==> config.mk <==
export PLATFORM = sky130hd
export DESIGN_NAME = ypbpr2rgb_pipe
export DESIGN_NICKNAME = d
export VERILOG_FILES = /design/src/rtl/ypbpr_pkg.sv /design/src/rtl/ypbpr_clamp8.sv /design/src/rtl/ypbpr2rgb_pipe.sv
export SDC_FILE = /design/constraint.sdc
export NUM_CORES = 1
export LEC_CHECK = 0
export CORE_MARGIN = 8
export CORE_UTILIZATION = 60
export CTS_CLUSTER_SIZE = 25
export DETAILED_ROUTE_END_ITERATION = 8
export PLACE_DENSITY = 0.89
export RECOVER_POWER = 25
export SYNTH_ARGS = -nofsm -noshare
export SYNTH_HDL_FRONTEND = slang
export SYNTH_SLANG_ARGS = --single-unit
==> constraint.sdc <==
create_clock -name clk_sys -period 9.15 [get_ports clk_sys]
set_input_delay 0.915 -clock clk_sys [delete_from_list [all_inputs] [get_ports clk_sys]]
set_output_delay 0.915 -clock clk_sys [all_outputs]
set_load 0.005 [all_outputs]
==> src/rtl/ypbpr_pkg.sv <==
// Shared constants and types for the YPbPr -> RGB converter.
//   K_*    : BT.601 studio-range inverse coefficients, x256 fixed point
//   Y_OFS  : luma black-level offset (8-bit scale)
//   C_OFS  : chroma zero offset (8-bit scale)
//   RND    : rounding constant added before the >>> 8
//   acc_t  : 19-bit signed product / sum type, wide enough that no sum wraps
//   sync_t : hs/vs/de bundle carried alongside the pixel data
package ypbpr_pkg;

    localparam int unsigned K_Y   = 298;
    localparam int unsigned K_RV  = 409;
    localparam int unsigned K_GV  = 208;
    localparam int unsigned K_GU  = 100;
    localparam int unsigned K_BU  = 516;
    localparam int unsigned Y_OFS = 16;
    localparam int unsigned C_OFS = 128;
    localparam int unsigned RND   = 128;

    localparam int unsigned COMP_W = 6;
    localparam int unsigned OFS_W  = 9;
    localparam int unsigned ACC_W  = 19;
    localparam int unsigned CNT_W  = 16;

    typedef logic signed [ACC_W-1:0] acc_t;

    typedef struct packed {
        logic hs;
        logic vs;
        logic de;
    } sync_t;

endpackage

==> src/rtl/ypbpr_clamp8.sv <==
// Per-channel saturation of a x256 fixed-point result to 8 bits, returning the
// upper 6 bits of the clamped value plus a flag when clamping took place.
//   i_acc    : rounded sum (value x256), signed
//   o_val_c  : clamp(i_acc >>> 8)[7:2], combinational
//   o_clip_c : 1 when the value was below 0 or above 255, combinational
module ypbpr_clamp8
    import ypbpr_pkg::*;
(
    input  acc_t        i_acc,
    output logic [5:0]  o_val_c,
    output logic        o_clip_c
);

    logic w_neg;
    logic w_over;
    logic w_unused_frac;

    // (i_acc >>> 8) is negative iff the sign bit is set, and exceeds 255 iff
    // any of bits [17:16] is set on a positive value; bits [15:8] are the
    // in-range 8-bit result, so only [15:10] reach the output.
    assign w_neg         = i_acc[18];
    assign w_over        = ~i_acc[18] & (|i_acc[17:16]);
    assign w_unused_frac = ^i_acc[9:0];

    always_comb begin
        o_val_c = i_acc[15:10];
        if (w_neg) begin
            o_val_c = '0;
        end else if (w_over) begin
            o_val_c = '1;
        end
    end

    assign o_clip_c = w_neg | w_over;

endmodule

==> src/rtl/ypbpr2rgb_pipe.sv <==
// Pipelined BT.601 studio-range YPbPr -> RGB converter, 6 bits per component.
// Three pipeline stages, each advancing only on ce_pix; hs/vs/de follow in a
// matching 3-deep delay so they stay aligned with the RGB data.
// Optional feature macro: YPBPR2RGB_CLIPSTAT_EN adds a per-frame clip counter.
// Ports:
//   clk_sys, reset       : clock, synchronous active-high reset
//   ce_pix               : pixel clock enable
//   y, pb, pr            : 6-bit components (8-bit value = {x,2'b00})
//   hs_in, vs_in, de_in  : sync and display enable in
//   red, green, blue     : 6-bit RGB out (0 when aligned de = 0)
//   hs_out, vs_out, de_out : sync and display enable aligned to RGB
//   clip                 : at least one channel of this pixel saturated
//   clip_count           : (macro only) clipped pixels in the previous frame
module ypbpr2rgb_pipe
    import ypbpr_pkg::*;
(
    input  logic        clk_sys,
    input  logic        reset,
    input  logic        ce_pix,
    input  logic [5:0]  y,
    input  logic [5:0]  pb,
    input  logic [5:0]  pr,
    input  logic        hs_in,
    input  logic        vs_in,
    input  logic        de_in,
    output logic [5:0]  red,
    output logic [5:0]  green,
    output logic [5:0]  blue,
    output logic        hs_out,
    output logic        vs_out,
    output logic        de_out,
    output logic        clip
`ifdef YPBPR2RGB_CLIPSTAT_EN
    ,
    output logic [15:0] clip_count
`endif
);

    // Offset removal (combinational, feeds S1)
    logic signed [OFS_W-1:0] w_ys;
    logic signed [OFS_W-1:0] w_cbs;
    logic signed [OFS_W-1:0] w_crs;

    assign w_ys  = {1'b0, y,  2'b00} - OFS_W'(Y_OFS);
    assign w_cbs = {1'b0, pb, 2'b00} - OFS_W'(C_OFS);
    assign w_crs = {1'b0, pr, 2'b00} - OFS_W'(C_OFS);

    // S1: offset-removed components and sync
    logic signed [OFS_W-1:0] r_ys;
    logic signed [OFS_W-1:0] r_cbs;
    logic signed [OFS_W-1:0] r_crs;
    sync_t                   r_sync1;

    always_ff @(posedge clk_sys) begin
        if (reset) begin
            r_ys    <= '0;
            r_cbs   <= '0;
            r_crs   <= '0;
            r_sync1 <= '0;
        end else if (ce_pix) begin
            r_ys    <= w_ys;
            r_cbs   <= w_cbs;
            r_crs   <= w_crs;
            r_sync1 <= '{hs: hs_in, vs: vs_in, de: de_in};
        end
    end

    // S2: the five products
    acc_t  r_py;
    acc_t  r_prv;
    acc_t  r_pgv;
    acc_t  r_pgu;
    acc_t  r_pbu;
    sync_t r_sync2;

    always_ff @(posedge clk_sys) begin
        if (reset) begin
            r_py    <= '0;
            r_prv   <= '0;
            r_pgv   <= '0;
            r_pgu   <= '0;
            r_pbu   <= '0;
            r_sync2 <= '0;
        end else if (ce_pix) begin
            r_py    <= acc_t'(r_ys)  * acc_t'(K_Y);
            r_prv   <= acc_t'(r_crs) * acc_t'(K_RV);
            r_pgv   <= acc_t'(r_crs) * acc_t'(K_GV);
            r_pgu   <= acc_t'(r_cbs) * acc_t'(K_GU);
            r_pbu   <= acc_t'(r_cbs) * acc_t'(K_BU);
            r_sync2 <= r_sync1;
        end
    end

    // Sums and clamp (combinational, feeds S3)
    acc_t       w_sum_r;
    acc_t       w_sum_g;
    acc_t       w_sum_b;
    logic [5:0] w_r_val;
    logic [5:0] w_g_val;
    logic [5:0] w_b_val;
    logic       w_r_clip;
    logic       w_g_clip;
    logic       w_b_clip;
    logic       w_clip_pix;

    assign w_sum_r = r_py + r_prv + acc_t'(RND);
    assign w_sum_g = r_py - r_pgv - r_pgu + acc_t'(RND);
    assign w_sum_b = r_py + r_pbu + acc_t'(RND);

    ypbpr_clamp8 u_clamp_r (.i_acc(w_sum_r), .o_val_c(w_r_val), .o_clip_c(w_r_clip));
    ypbpr_clamp8 u_clamp_g (.i_acc(w_sum_g), .o_val_c(w_g_val), .o_clip_c(w_g_clip));
    ypbpr_clamp8 u_clamp_b (.i_acc(w_sum_b), .o_val_c(w_b_val), .o_clip_c(w_b_clip));

    // Blanked pixels still saturate internally but never report a clip
    assign w_clip_pix = r_sync2.de & (w_r_clip | w_g_clip | w_b_clip);

    // S3: output registers
    always_ff @(posedge clk_sys) begin
        if (reset) begin
            red    <= '0;
            green  <= '0;
            blue   <= '0;
            hs_out <= 1'b0;
            vs_out <= 1'b0;
            de_out <= 1'b0;
            clip   <= 1'b0;
        end else if (ce_pix) begin
            red    <= r_sync2.de ? w_r_val : 6'd0;
            green  <= r_sync2.de ? w_g_val : 6'd0;
            blue   <= r_sync2.de ? w_b_val : 6'd0;
            hs_out <= r_sync2.hs;
            vs_out <= r_sync2.vs;
            de_out <= r_sync2.de;
            clip   <= w_clip_pix;
        end
    end

`ifdef YPBPR2RGB_CLIPSTAT_EN
    // Per-frame clip statistics, latched on each rising edge of vs_out
    logic [CNT_W-1:0] r_clip_cnt;
    logic             r_vs_d;
    logic             w_vs_rise;
    logic             w_clip_ev;

    assign w_vs_rise = vs_out & ~r_vs_d;
    assign w_clip_ev = ce_pix & w_clip_pix;

    always_ff @(posedge clk_sys) begin
        if (reset) begin
            r_clip_cnt <= '0;
            r_vs_d     <= 1'b0;
            clip_count <= '0;
        end else begin
            r_vs_d <= vs_out;
            if (w_vs_rise) begin
                clip_count <= r_clip_cnt;
                r_clip_cnt <= CNT_W'(w_clip_ev);
            end else if (w_clip_ev && (r_clip_cnt != '1)) begin
                r_clip_cnt <= r_clip_cnt + CNT_W'(1);
            end
        end
    end
`endif

endmodule

Yosys cells after proc, flatten, opt, wreduce, memory -nomap -nowiden
Cells that the tools add are included.
{ "op_classes": {"n_addsub": 10, "n_eq_ne": 0, "n_reduce_logical": 3, "mux": 9, "n_bitwise": 12, "multipliers": 5, "n_lt_le_gt_ge": 0, "shifts": 0, "n_div": 0} }
{ "ops": {"columns": ["cell", "count"], "rows": [
  ["19-bit by 9-bit adder with 19-bit output, second input constant", 3],
  ["6-bit 2-to-1 mux", 9],
  ["19-bit adder", 2],
  ["19-bit subtractor", 2],
  ["9-bit by 10-bit multiplier with 19-bit output, second input constant", 1],
  ["9-bit by 9-bit multiplier with 18-bit output, second input constant", 1],
  ["8-bit by 8-bit subtractor with 9-bit output, second input constant", 2],
  ["9-bit by 9-bit multiplier with 17-bit output, second input constant", 1],
  ["9-bit by 6-bit multiplier with 15-bit output, second input constant", 1],
  ["9-bit by 5-bit multiplier with 14-bit output, second input constant", 1],
  ["8-bit by 5-bit subtractor with 9-bit output, second input constant", 1],
  ["2-bit OR reduction", 3],
  ["1-bit OR", 5],
  ["1-bit bitwise AND", 4],
  ["1-bit NOT", 3]
]} }
{ "totals": {"romBits": 0, "reg_bits": 141, "elab_cells": 60, "output_inout_bits": 22, "ramBits": 0, "memories": 0, "latch_bits": 0} }

Logic depth before layout (Yosys ltp)
{ "depth": {"depth_word": 9, "depth_mapped": 20, "mapped_depth_nobuf": 20} }

By module
Synthesis repeated with hierarchy kept, for this count alone.
{ "unflattened": {"cells_unflattened": 1175, "area_unflattened_um2": 10351.2} }
{ "by_module_without_submodules": {"columns": ["mod", "area_per_inst_um2", "cells_each", "instances", "seq_area_each_um2"], "rows": [
  ["ypbpr2rgb_pipe", 10174.8, 1136, 1, 2282.2],
  ["ypbpr_clamp8", 58.8, 13, 3, 0.0]
]} }

Worst setup path after synthesis
No wires, ideal clock.
{ "synth_timing": {"path_type": "flip-flop to flip-flop", "start": "register r_crs[7]", "end": "register r_prv[18]", "stages_incl_launch_ff": 19, "synth_period_minus_slack_ns": 4.425, "setup_ns": 0.127, "arrival_ns": 4.298, "setup_slack_ns": 4.725, "cell_sequence": "dfxtp_1 -> inv_1 -> ha_1 -> inv_1 -> ha_1 -> inv_1 -> fa_1 -> inv_1 -> fa_1 -> ha_1 -> ha_1 -> nor2b_1 -> o21ai_1 -> a21oi_1 -> o21ai_0 -> a21boi_1 -> o2111ai_1 -> and3_1 -> or3_1"} }
{ "synth_between": {"elab_chain_cells": 1} }
{ "synth_lines": {"columns": ["element", "line", "source"], "rows": [
  ["from (decl)", "ypbpr2rgb_pipe.sv:51", "logic signed [OFS_W-1:0] r_crs;"],
  ["from (signal assigned)", "ypbpr2rgb_pipe.sv:63", "r_crs <= w_crs;"],
  ["9-bit by 10-bit multiplier with 19-bit output", "ypbpr2rgb_pipe.sv:86", "r_prv <= acc_t'(r_crs) * acc_t'(K_RV);"],
  ["to (signal assigned)", "ypbpr2rgb_pipe.sv:86", null],
  ["to (decl)", "ypbpr2rgb_pipe.sv:70", "acc_t r_prv;"]
]} }
Every way passes these cells.
A chain may end at the register's enable or synchronous reset.

==> flow_summary_export.csv <==
group,metric,value,unit
status,status,"finished with violations",
status,violations,"capacitance limit, slew limit",
global_routing,grt_pass1_wl,38800,µm
yosys,syn_avg_cell_area,8.96,µm²
cts,numCtsBuffers,17,
die,io_pins,46,
timing,maxSlewHeadroom,-139,%
setup_path,cp.arrival,5.45,ns
setup_path,start_kind,"primary input",
setup_path,critical_path.most_common_cell,"clkbuf_1",
yosys,synth_nets,1380,
setup_path,critPathTopFamily,"buffers and inverters",
global_routing,antenna_found_initial,1,
yosys,syn_inst,1107,
pwr,totalPowerFinal,0.00206,W
timing,max_freq,194,MHz
cts,clk_pin_slew,0.05,ns
timing,setup_viol,0,
timing,fin_crit,5.15,ns
global_routing,globalRoute.totalOverflow,0,
placement,io_buffers,45,
layout,diodes,0,
setup_path,critPathMaxFanout,78,
timing,period_share,56.3,%
timing,hold_violations,0,
timing,tightestPinTransition,3.59,ns
yosys,ys_seq_elements,114,
timing,setup_tns,0,ns
die,dieArea,20900,µm²
pwr,power.density,184,nW/µm²
cts,cts_resized,0,
setup_path,critPathRequiredTime,9.45,ns
die,start_util,60.7,%
yosys,yosysWarnings,0,
timing,clock_skew,0.00995,ns
cts,clk_latency,0.43,ns
yosys,synth_edf_count,0,
die,row_count,47,
global_routing,grt_max_degree,79,
layout,area.growth.synth_to_final,13.2,%
pwr,p_leak,5.73,nW
yosys,synth_area,9920,µm²
layout,num-fill-cells,1224,
layout,utilization,68.6,%
pwr,ir_drop,0.181,mV
layout,nets,1414,
cts,cts_tree,"done",
detailed_routing,post-route-drc-count,0,
setup_path,cp_num_buf_inv,2,
layout,multi_input_area,6950,µm²
die,die_h,145,µm
layout,seqCellArea,2280,µm²
placement,gp_congestion,0.941,
cts,h-tree-depth,4,
timing,final-max-slew-violation-count,117,
detailed_routing,wl_per_cell,17.1,µm
layout,drive_above_1_share,3.90,%
detailed_routing,avgViaCountPerCell,5.93,
timing,rsz0062_at_grt,"false",
setup_path,path_cells,"clkbuf_1 -> clkbuf_1 -> nor4_1 -> and3_1 -> or3_1",
detailed_routing,drt-total-wl,23500,µm
cts,cts_setup_buffers,0,
setup_path,critPathMaxStageDelay,2.61,ns
detailed_routing,drt-initial-drc-count,544,
setup_path,worstSetupPathType,"primary input to register",
detailed_routing,ant_nets,0,
cts,cts.sinks,114,
setup_path,cp-end-kind,"register",
detailed_routing,dr_total_vias,8142,
detailed_routing,drt_pass1_iterations,5,
die,dieWidth,145,µm
global_routing,grt_pass1_vias,8261,
setup_path,critPathSlowestCell,"clkbuf_1",
yosys,dominantRegCellSynth,"dfxtp_1",
yosys,ys_types,62,
cts,ctsHoldBuffers,0,
min_path,hold_path.class,"register to register",
global_routing,grtUsageTotal,23.5,%
die,core,16300,µm²
yosys,ys_seq_area_share,23.0,%
placement,hpwl,17100,µm
yosys,async_reset_ff_share,0,%
job,cap_violations,2,
cts,cts_root_buf,"clkbuf_16",
cts,clockBufferDepth,2,
==> cells in the final DEF (no fill, tap or decap), types with 21 or more instances in the layout <==
| cell | Yosys | routed |
|---|---|---|
| dlygate4sd3_1 | 0 | 21 |
| nand2_1 | 43 | 43 |
| fa_1 | 37 | 37 |
| clkdlybuf4s50_1 | 0 | 22 |
| o21ai_0 | 28 | 28 |
| dfxtp_1 | 114 | 114 |
| xnor2_1 | 42 | 42 |
| inv_1 | 149 | 148 |
| nor2_1 | 111 | 111 |
| mux2i_1 | 60 | 60 |
| ha_1 | 212 | 212 |
| a21oi_1 | 64 | 64 |
==> final timing paths <==
path | from | end | slack, ns | cells after the start
hold / removal | green[2]$_SDFFE_PP0P_ | green[2]$_SDFFE_PP0P_ | 0.44 | 2
setup reg to reg | r_crs[7]$_SDFFE_PP0P_ | r_prv[18]$_SDFFE_PP0P_ | 4.24 | 18
hold reg to reg | green[2]$_SDFFE_PP0P_ | green[2]$_SDFFE_PP0P_ | 0.44 | 2
setup / recovery | reset | r_py[18]$_SDFFE_PP0P_ | 4.00 | 5
==> Yosys cell counts (4+ instances only) <==
cell type  number  area, µm²
ha_1          212       2650
inv_1         149        559
dfxtp_1       114       2280
nor2_1        111        417
a21oi_1        64        320
mux2i_1        60        601
nand2_1        43        161
xnor2_1        42        368
fa_1           37        741
o21ai_0        28        140
clkbuf_1       26       97.6
a211oi_1       19        143
a21o_1         17        128
nor3_1         17       85.1
nand3_1        15       75.1
o21ai_1        11       55.1
nor2b_1        10       62.6
and3_1          8       50.1
o211ai_1        8       60.1
buf_1           7       26.3
nor4_1          7       43.8
o21a_1          7       52.6
xor2_1          7       61.3
a31oi_1         6       37.5
o2111ai_1       6       52.6
and2_1          5       31.3
nand4_1         4       25.0
or3_1           4       25.0
==> through the flow <==
step           hold WS (ns)  worst slack, ns  std cells  cell area [µm²]
5_1_grt               0.464             3.60       1374            11200
2_1_floorplan         0.435             4.73       1107             9920
6_report              0.438             4.00       1374            11200
3_3_place_gp          0.426             4.40       1342            10500
3_5_place_dp          0.439             4.22       1342            10500
4_1_cts               0.447             4.21       1374            11200
==> final cells by class <==
class / count / area share [%]
Multi-Input combinational cell: 811 / 61.9
Sequential cell: 114 / 20.3
Inverter: 149 / 4.98
Clock buffer: 20 / 4.16
Timing Repair Buffer: 48 / 4.10
Tap cell: 220 / 2.45
Clock inverter: 12 / 2.02
==> metal layers <==
layer / up-vias / share of wire, % / global-route usage, % / routed length, µm
li1: 3919 / - / - / -
met2: 297 / 48 / 39.7 / 11200
met1: 3837 / 42 / 27.3 / 9870
met4: 0 / 3.8 / 11.8 / 900
met3: 89 / 6.7 / 5.61 / 1570
met5: - / 0 / 0 / 0
==> where the power goes <==
part | internal [W] | switching (W)
logic | 0.000301 | 0.000413
registers | 0.000528 | 0.0000383
clock network | 0.000533 | 0.000250
==> logic make-up (layout without fill, tap and decap cells) <==
group	Yosys count	in the layout	synth area share, %
fa+ha+maj	249	249	34.2
simple gates	246	246	11.6
compound gates	206	206	13.6
buf+inv	182	229	6.89
flops	114	114	23.0
mux	60	60	6.06
xor+xnor	50	50	4.61
==> worst min-delay path: cells and delay by family, from the launching register on <==
| family | cells | cell delay (ns) |
|---|---|---|
| AND/OR/NAND/NOR | 2 | 0.09 |
| flip-flops | 1 | 0.30 |
==> state kept, by name (all words and copies together) (netlist names) <==
name     flops
r_cbs        6
red          6
hs_out       1
r_sync2      3
de_out       1
r_pgv       10
blue         6
r_pgu       10
r_py        16
r_pbu       14
green        6
r_crs        6
vs_out       1
r_sync1      3
clip         1
r_prv       17
r_ys         7
Power figures use the tool's default switching activity.
